[src/rtl/div_unit_p.sv]
// div_unit_p: memory-mapped W/W and 2W/W integer divider using restoring iteration.
// Define DIV_UNIT_P_UNSIGNED_EN to make DVCR.UNS writable (unsigned mode); otherwise all divisions are signed.
module div_unit_p #(
    parameter int unsigned W          = 32,
    parameter int unsigned RADIX_BITS = 1,
    parameter logic [31:0] BASE       = 32'hFFFFFF00
) (
    input  logic        CLK,
    input  logic        RST_N,
    input  logic        CE_R,
    input  logic        CE_F,
    input  logic        RES_N,
    input  logic [31:0] IBUS_A,
    input  logic [31:0] IBUS_DI,
    input  logic [3:0]  IBUS_BA,
    input  logic        IBUS_WE,
    input  logic        IBUS_REQ,
    output logic [31:0] IBUS_DO,
    output logic        IBUS_BUSY,
    output logic        IBUS_ACT,
    output logic        IRQ,
    output logic [7:0]  VEC
);
    localparam int unsigned N     = W / RADIX_BITS;
    localparam int unsigned CNT_W = $clog2(N + 1);
`ifdef DIV_UNIT_P_UNSIGNED_EN
    localparam logic UNS_EN = 1'b1;
`else
    localparam logic UNS_EN = 1'b0;
`endif

    typedef enum logic [2:0] {S_IDLE, S_LOAD, S_ITER, S_FIX, S_WB} state_t;

    state_t             r_state;
    state_t             w_state_nxt;
    logic [W-1:0]       r_dvsr;
    logic [W-1:0]       r_dvdnth;
    logic [W-1:0]       r_dvdntl;
    logic               r_ovf;
    logic               r_ovfie;
    logic               r_uns;
    logic [7:0]         r_vcr;
    logic               r_busy;
    logic [31:0]        r_rdata;
    logic [W-1:0]       r_rem;
    logic [W-1:0]       r_quo;
    logic [W-1:0]       r_div;
    logic               r_qneg;
    logic               r_rneg;
    logic               r_dovf;
    logic [CNT_W-1:0]   r_cnt;

    logic [31:0]        w_off;
    logic               w_act;
    logic [2:0]         w_reg;
    logic               w_operate;
    logic               w_wr;
    logic               w_lo_en;
    logic               w_start;
    logic [W-1:0]       w_di;
    logic [31:0]        w_rd;
    logic [2*W-1:0]     w_dvdnt;
    logic [2*W-1:0]     w_dvdnt_mag;
    logic [W-1:0]       w_dvsr_mag;
    logic               w_dvdnt_neg;
    logic               w_dvsr_neg;
    logic               w_dvsr_zero;
    logic               w_load_ovf;
    logic               w_fix_ovf;
    logic [W-1:0]       w_sat;
    logic [W:0]         w_t;
    logic [W-1:0]       w_rem_nxt;
    logic [W-1:0]       w_quo_nxt;
    logic               w_unused;

    // Address window decode
    assign w_off     = IBUS_A - BASE;
    assign w_act     = (IBUS_A >= BASE) && (w_off < 32'd32);
    assign w_reg     = w_off[4:2];
    assign w_operate = (r_state != S_IDLE);
    assign w_wr      = CE_R && RES_N && IBUS_REQ && IBUS_WE && w_act && !w_operate;
    assign w_lo_en   = IBUS_BA[0] | IBUS_BA[1];
    assign w_start   = w_wr && ((w_reg == 3'd1) || (w_reg == 3'd5));
    assign w_di      = W'(IBUS_DI);
    assign w_unused  = &{1'b0, IBUS_BA[3:2]};

    // Operand magnitudes and early overflow, consumed in LOAD
    assign w_dvdnt     = {r_dvdnth, r_dvdntl};
    assign w_dvdnt_neg = !r_uns && r_dvdnth[W-1];
    assign w_dvsr_neg  = !r_uns && r_dvsr[W-1];
    assign w_dvdnt_mag = w_dvdnt_neg ? -w_dvdnt : w_dvdnt;
    assign w_dvsr_mag  = w_dvsr_neg ? -r_dvsr : r_dvsr;
    assign w_dvsr_zero = (r_dvsr == '0);
    assign w_load_ovf  = w_dvsr_zero || (w_dvdnt_mag[2*W-1:W] >= w_dvsr_mag);

    // Signed quotient magnitude must fit the signed W-bit range
    assign w_fix_ovf = !r_uns && (r_qneg ? (r_quo > {1'b1, {(W-1){1'b0}}}) : r_quo[W-1]);
    assign w_sat     = r_uns ? '1 : (r_qneg ? {1'b1, {(W-1){1'b0}}} : {1'b0, {(W-1){1'b1}}});

    // RADIX_BITS restoring steps per iteration cycle
    always_comb begin
        w_rem_nxt = r_rem;
        w_quo_nxt = r_quo;
        w_t       = '0;
        for (int i = 0; i < int'(RADIX_BITS); i++) begin
            w_t = {w_rem_nxt, w_quo_nxt[W-1]};
            if (w_t >= {1'b0, r_div}) begin
                w_t       = w_t - {1'b0, r_div};
                w_quo_nxt = {w_quo_nxt[W-2:0], 1'b1};
            end else begin
                w_quo_nxt = {w_quo_nxt[W-2:0], 1'b0};
            end
            w_rem_nxt = w_t[W-1:0];
        end
    end

    always_ff @(posedge CLK or negedge RST_N) begin
        if (!RST_N)
            r_state <= S_IDLE;
        else if (CE_R)
            r_state <= RES_N ? w_state_nxt : S_IDLE;
    end

    always_comb begin
        w_state_nxt = r_state;
        unique case (r_state)
            S_IDLE:  if (w_start) w_state_nxt = S_LOAD;
            S_LOAD:  w_state_nxt = w_dvsr_zero ? S_WB : S_ITER;
            S_ITER:  if (r_cnt == CNT_W'(N - 1)) w_state_nxt = S_FIX;
            S_FIX:   w_state_nxt = S_WB;
            S_WB:    w_state_nxt = S_IDLE;
            default: w_state_nxt = S_IDLE;
        endcase
    end

    // Register file, CPU writes and sequencer datapath
    always_ff @(posedge CLK or negedge RST_N) begin
        if (!RST_N) begin
            r_dvsr <= '0; r_dvdnth <= '0; r_dvdntl <= '0;
            r_ovf <= 1'b0; r_ovfie <= 1'b0; r_uns <= 1'b0; r_vcr <= '0;
            r_rem <= '0; r_quo <= '0; r_div <= '0;
            r_qneg <= 1'b0; r_rneg <= 1'b0; r_dovf <= 1'b0; r_cnt <= '0;
        end else if (CE_R) begin
            if (!RES_N) begin
                r_dvsr <= '0; r_dvdnth <= '0; r_dvdntl <= '0;
                r_ovf <= 1'b0; r_ovfie <= 1'b0; r_uns <= 1'b0; r_vcr <= '0;
                r_rem <= '0; r_quo <= '0; r_div <= '0;
                r_qneg <= 1'b0; r_rneg <= 1'b0; r_dovf <= 1'b0; r_cnt <= '0;
            end else begin
                if (w_wr) begin
                    case (w_reg)
                        3'd0: r_dvsr <= w_di;
                        3'd1: begin
                            r_dvdntl <= w_di;
                            r_dvdnth <= {W{!r_uns && w_di[W-1]}};
                        end
                        3'd2: if (w_lo_en) begin
                            r_ovf   <= r_ovf & IBUS_DI[0];
                            r_ovfie <= IBUS_DI[1];
                            r_uns   <= UNS_EN & IBUS_DI[2];
                        end
                        3'd3: if (w_lo_en) r_vcr <= IBUS_DI[7:0];
                        3'd4: r_dvdnth <= w_di;
                        3'd5: r_dvdntl <= w_di;
                        default: ;
                    endcase
                end
                case (r_state)
                    S_LOAD: begin
                        r_rem  <= w_dvdnt_mag[2*W-1:W];
                        r_quo  <= w_dvdnt_mag[W-1:0];
                        r_div  <= w_dvsr_mag;
                        r_qneg <= w_dvdnt_neg ^ w_dvsr_neg;
                        r_rneg <= w_dvdnt_neg;
                        r_dovf <= w_load_ovf;
                        r_cnt  <= '0;
                    end
                    S_ITER: begin
                        r_rem <= w_rem_nxt;
                        r_quo <= w_quo_nxt;
                        r_cnt <= r_cnt + CNT_W'(1);
                    end
                    S_FIX: begin
                        r_quo  <= r_qneg ? -r_quo : r_quo;
                        r_rem  <= r_rneg ? -r_rem : r_rem;
                        r_dovf <= r_dovf | w_fix_ovf;
                    end
                    S_WB: begin
                        if (r_dovf) begin
                            r_ovf <= 1'b1;
                            if (!r_ovfie) r_dvdntl <= w_sat;
                        end else begin
                            r_dvdntl <= r_quo;
                            r_dvdnth <= r_rem;
                        end
                    end
                    default: ;
                endcase
            end
        end
    end

    always_comb begin
        w_rd = '0;
        case (w_reg)
            3'd0:       w_rd = 32'(r_dvsr);
            3'd1:       w_rd = 32'(r_dvdntl);
            3'd2:       w_rd = {29'd0, r_uns, r_ovfie, r_ovf};
            3'd3:       w_rd = {24'd0, r_vcr};
            3'd4, 3'd6: w_rd = 32'(r_dvdnth);
            default:    w_rd = 32'(r_dvdntl);
        endcase
    end

    // Read data captured on CE_F; frozen while a division is in flight
    always_ff @(posedge CLK or negedge RST_N) begin
        if (!RST_N)
            r_rdata <= '0;
        else if (CE_R && !RES_N)
            r_rdata <= '0;
        else if (CE_F && !w_operate && w_act && IBUS_REQ && !IBUS_WE)
            r_rdata <= w_rd;
    end

    always_ff @(posedge CLK or negedge RST_N) begin
        if (!RST_N)
            r_busy <= 1'b0;
        else if (CE_R) begin
            if (!RES_N)
                r_busy <= 1'b0;
            else if (IBUS_REQ && w_act)
                r_busy <= w_operate;
        end
    end

    assign IBUS_DO   = w_act ? r_rdata : 32'd0;
    assign IBUS_BUSY = r_busy;
    assign IBUS_ACT  = w_act;
    assign IRQ       = r_ovf & r_ovfie;
    assign VEC       = r_vcr;

endmodule
[config.mk]
export PLATFORM = sky130hd
export DESIGN_NAME = div_unit_p
export DESIGN_NICKNAME = d
export VERILOG_FILES = /design/src/rtl/div_unit_p.sv
export SDC_FILE = /design/constraint.sdc
export NUM_CORES = 1
export LEC_CHECK = 0
export CORE_MARGIN = 2
export CORE_UTILIZATION = 35
export CTS_CLUSTER_DIAMETER = 120
export DETAILED_ROUTE_END_ITERATION = 10
export GPL_ROUTABILITY_DRIVEN = 0
export PLACE_DENSITY = 0.49
export SKIP_CTS_REPAIR_TIMING = 1
export SLEW_MARGIN = 5
export SYNTH_ARGS = -nofsm -noshare
export SYNTH_HDL_FRONTEND = slang
export SYNTH_SLANG_ARGS = --single-unit
[constraint.sdc]
create_clock -name CLK -period 5.29 [get_ports CLK]
set_clock_uncertainty 0.05 [all_clocks]
set_input_delay 1.3225 -clock CLK [delete_from_list [all_inputs] [get_ports CLK]]
set_output_delay 1.3225 -clock CLK [all_outputs]
set_load 0.005 [all_outputs]
==> results.tsv, run 1 <==
metric	value	unit
CP most frequent cell	clkdlybuf4s50_1	
dpl cell area	20950	um2
critical path's slowest cell	clkdlybuf4s50_1	
post-layout util	40.99	%
Min-Delay Path Class	reg -> reg	
met3 Use GR	4.587	%
remaining antenna violation count	0	
critical path arrival	3.73	ns
critical path data required time	3.92	ns
WL final	79200	um
row cnt	85	
largest net degree at the start of global routing	104	
Crit Path Max Fanout	33	
crit path kind	in -> out	
VDD IR-drop max	184.7	uV
critical path's largest stage delay	0.51	ns
global-route wire length before repair	120100	um
CTS sink count	247	
final setup vio count	0	
post-synthesis cell type count	75	
height of the die	237.8	um
Pwr per Cell Area	292.0	nW/um2
met2 usage in global routing	44.98	%
post-route setup slack	0.1897	ns
minimum clock period	5.100	ns
setup TNS	0	ns
clock buffer depth	3	
share of the synthesized area in the top cell type	32.32	%
Final Max Slew Viols	0	
Syn. warnings	0	
Port-buffer cells	115	
Pleak	9.318	nW
met1 usage	37.97	%
final period utilization	96.41	%
global route overflow	0	
placed wire-length estimate	56990	um
Post-Syn Instances	2480	
P&R area growth vs syn	15.56	%
Total GRT Usage	27.93	%
Register Area	6183	um2
DIE AREA	56530	um2
top post-synthesis cells by area	dfrtp_1 32%, o21ai_0 8.5%, nand2_1 7.0%	
total CTS buffers	35	
fin area	22100	um2
area occupied by multi-input gates	11990	um2
mapped cell area	19120	um2
Initial Util	35.47	%
Hold Fails Final Rpt	0	
drt first-iter violations	1758	
CTS Root Cell	clkbuf_16	
Least-Margin Pin Slew	1.178	ns
unrepaired setup endpoints after global routing	false	
Max Freq	0.1961	GHz
Ports	118	
Die Span X	237.8	um
Placeable Area	53920	um2
outcome	finished clean	
syn avg cell area	7.712	um2
crit path launch type	input pin	
CTS tree	done	
ys async rst share	100.0	%
crit path cell chain	clkdlybuf4s50_1 -> nor3_1 -> nand3_1 -> o22ai_1 -> nor2b_2 -> buf_12 -> and2_1 -> clkdlybuf4s50_1	
nets@finish	2651	
Pre-Repair DR Iteration Count	6	
initial antenna violation count	1	
busiest grt layer	met2	
Yosys top cell by area	dfrtp_1	
dominant synthesized flop cell	dfrtp_1	
via count	19500	
Fill cells	5471	
Post-synth EDFFs	0	
Crit path max-delay family	buffers and inverters	
share of cells above drive strength 1	6.290	%
Via density	6.046	
Post-Syn Nets	2625	
clock-pin slew on the worst setup and hold paths	0.06	ns
MaxCap Viol Count	0	
pre-CTS setup slack	0.1885	ns
total power	6.454	mW
WL per Instance	24.56	um
vias in the first global route	18790	
DRC Markers	0	
Yosys reg bits	247	
H-Tree Depth	2	
register area share after synthesis	32.32	%
Slew Limit Headroom	20.66	%
critical path capture point type	output port	
crit path buf inv count	3	
clock latency on the worst-skew pair	0.57	ns
-- state kept, by name, indices dropped and copies added (netlist names), 3 cells and up --
name and flops:
VEC 8, r_cnt 6, r_div 32, r_dvdnth 32
r_dvdntl 32, r_dvsr 32, r_quo 32, r_rdata 32
r_rem 32, r_state 3
-- synth_stat cells, types with 24 or more instances --
cell type  number
nand2_1       358
o21ai_0       326
dfrtp_1       247
clkbuf_1      168
nor2_1        161
a21oi_1       160
inv_1          77
xor2_1         72
xnor2_1        71
ha_1           69
nand3_1        69
nor3_1         56
mux2i_1        48
o211ai_1       47
o22ai_1        45
and2_1         44
o31ai_1        37
or3_1          34
nand4_1        24
-- cell type report --
type,instances,area share [%]
Tap cell,696,3.940
Sequential cell,247,27.98
Clock inverter,14,0.7473
Timing Repair Buffer,173,7.303
Inverter,77,1.308
Multi-Input combinational cell,1972,54.25
Clock buffer,45,4.456
Antenna cell,1,0.01132
-- layout by cell type (no fill, tap or decap), types with 36 or more instances in the layout --
cell type,count
clkdlybuf4s50_1,111
xor2_1,72
inv_1,77
o31ai_1,37
and2_1,43
nand3_1,69
clkbuf_16,36
nor2_1,157
mux2i_1,48
xnor2_1,71
a21oi_1,159
nand2_1,358
nor3_1,56
ha_1,69
buf_4,55
o21ai_0,326
o211ai_1,47
dfrtp_1,245
o22ai_1,45
-- kinds of logic (layout without fill, tap and decap cells) --
family	after synthesis	in the layout	synth area share (%)
other cells	0	1	0
fa+ha+maj	70	70	4.619
simple gates	871	871	21.32
flops	247	247	32.32
xor+xnor	143	143	6.549
buf+inv	261	309	5.188
mux	51	51	2.689
compound gates	837	837	27.32
-- final timing paths --
check / start / endpoint / slack (ns) / cells after the start
min: r_div[0] / r_div[0] / 0.46 / 2
min reg2reg: r_div[0] / r_div[0] / 0.46 / 2
max in group asynchronous: RST_N / r_rdata[22] / 3.41 / 2
max reg2reg: r_dvdnth[8] / r_dovf / 0.31 / 15
max: IBUS_A[6] / IBUS_DO[4] / 0.19 / 8
min in group asynchronous: RST_N / r_div[24] / 0.72 / 1
-- metrics by stage --
step,hold slack (ns),cells
finish,0.4577,3225
detailed placement,0.4392,3165
global route,0.4873,3224
floorplan,0.4038,2480
CTS,0.4577,3224
global placement,0.4372,3165
-- power breakdown --
part,leakage [nW],internal (mW),total [mW],switching (mW)
clock,0.566,1.46,2.45,0.988
combinational,5.32,0.619,1.93,1.31
sequential,3.43,1.95,2.08,0.128
-- per-layer routing --
layer  up-vias  routed length (um)
li1       9014                   -
met1      9567               34520
met2       794               36450
met4         0                2513
met5         -                   0
met3       124                5718
-- worst reg2reg max path: cells and delay by family (launching register included) --
kind / cells / cell delay, ns
AND/OR/NAND/NOR: 4 / 2.10
AO/OA/AOI/OAI: 9 / 1.76
flip-flops: 1 / 0.44
adder cells (fa/ha/maj): 1 / 0.30
XOR/XNOR: 1 / 0.20
(Power assumes the default switching activity.)
==> run 2, diff against run 1 <==
- CTS_BUF_LIST: unset -> sky130_fd_sc_hd__clkbuf_4 sky130_fd_sc_hd__clkbuf_8 sky130_fd_sc_hd__clkbuf_16
==> run 2 against run 1 <==
  * Sequential power barely moved
  * Non-clock buffer count did not move
  * Hold slack worse by 0.0020 ns
  * Highest routed layer unchanged
  * First-iteration DRC count is 0.97% higher
  * Largest cell class unchanged
  * Final area about the same
  * Critical path type unchanged
==> results.tsv, run 2 (synthesized netlist as in run 1, its figures left out) <==
metric	value	unit
R2R Path End	r_dovf	
reg2reg start	r_dvdnth[8]	
Initial Util	35.47	%
placed wire-length estimate	56990	um
Pre-Repair DR Iteration Count	5	
post-route setup slack	0.1845	ns
CTS sink count	247	
VDD IR-drop max	184.5	uV
commonest non-fill, non-tap cells in the layout	358 x nand2_1, 326 x o21ai_0, 245 x dfrtp_1	
H-Tree Depth	2	
Reg2Reg Setup Slack	0.32	ns
minimum clock period	5.105	ns
clock-pin slew on the worst setup and hold paths	0.05	ns
largest net degree at the start of global routing	104	
Crit Path Max Fanout	33	
global-route wire length before repair	120100	um
Hold Fails Final Rpt	0	
Via density	6.021	
critical path capture point type	output port	
commonest non-fill, non-tap cell in the layout	nand2_1	
crit path kind	in -> out	
final hold slack	0.4557	ns
remaining antenna violation count	0	
Slew Limit Headroom	24.52	%
total CTS buffers	35	
DIE AREA	56530	um2
global route overflow	0	
pre-CTS setup slack	0.1885	ns
Pleak	9.332	nW
row cnt	85	
post-layout util	41.01	%
Hold EP	r_cnt[4]	
Hold Path Depth	1	
CP most frequent cell	clkdlybuf4s50_1	
WL per Instance	24.54	um
final setup vio count	0	
setup TNS	0	ns
Worst Reg-to-Reg Cells	15	
Placeable Area	53920	um2
WL final	79140	um
clock buffer depth	3	
critical path data required time	3.92	ns
Hold Startpoint	r_cnt[4]	
height of the die	237.8	um
P&R area growth vs syn	15.64	%
MaxCap Viol Count	0	
Min-Delay Path Class	reg -> reg	
outcome	finished clean	
nets@finish	2651	
Port-buffer cells	115	
DRC Markers	0	
initial antenna violation count	1	
Final Max Slew Viols	0	
CTS tree	done	
dpl cell area	20950	um2
Least-Margin Pin Slew	1.120	ns
critical path arrival	3.73	ns
via count	19420	
final period utilization	96.51	%
fin area	22120	um2
crit path buf inv count	3	
CTS Root Cell	clkbuf_16	
Pwr per Cell Area	292.5	nW/um2
clock latency on the worst-skew pair	0.57	ns
vias in the first global route	18790	
Total GRT Usage	27.93	%
critical path's slowest cell	clkdlybuf4s50_1	
Crit path max-delay family	buffers and inverters	
Max Freq	0.1959	GHz
Ports	118	
Die Span X	237.8	um
critical path's largest stage delay	0.51	ns
drt first-iter violations	1775	
crit path launch type	input pin	
crit path cell chain	clkdlybuf4s50_1 -> nor3_1 -> nand3_1 -> o22ai_1 -> nor2b_2 -> buf_12 -> and2_1 -> clkdlybuf4s50_1	
share of cells above drive strength 1	6.448	%
unrepaired setup endpoints after global routing	false	
[run 2: per-stage QoR]
stage	cells	power [mW]
5_1_grt	3224	6.744
2_1_floorplan	2480	3.273
4_1_cts	3224	6.476
3_3_place_gp	3165	3.969
6_report	3225	6.469
3_5_place_dp	3165	3.989
[run 2: routing by layer]
layer / global-route usage (%) / part of all wire [%]
met5: 0 / 0
met4: 9.510 / 3.4
met2: 44.98 / 46
met3: 4.587 / 7.2
met1: 37.97 / 44
[run 2: area by class of cell]
class                   count  area (um2)
clock buffers              45       999.7
multi-input cells        1972       11990
fillers                  5469       31810
flip-flops and latches    247        6183
repair buffers            173        1614
inverters                  77       289.0
well taps                 696       870.8
clock inverters            14       165.2
diodes                      1       2.502
[run 2: worst max-delay path by stage]
stage | start | endpoint | slack (ns) | depth (start not counted)
2_1_floorplan | r_dvdntl[27] | r_dovf | 0.76 | 17
3_3_place_gp | IBUS_A[6] | IBUS_DO[6] | 0.29 | 8
3_5_place_dp | IBUS_A[6] | IBUS_DO[4] | 0.19 | 8
4_1_cts | IBUS_A[6] | IBUS_DO[4] | 0.16 | 8
5_1_grt | IBUS_A[6] | IBUS_DO[13] | 0.03 | 8
6_report | IBUS_A[6] | IBUS_DO[4] | 0.18 | 8
[run 2: power by group]
group / internal (mW) / total (mW) / switching, mW
clock: 1.48 / 2.47 / 0.986
combinational: 0.619 / 1.92 / 1.30
sequential: 1.95 / 2.08 / 0.128
total: 4.05 / 6.47 / 2.42
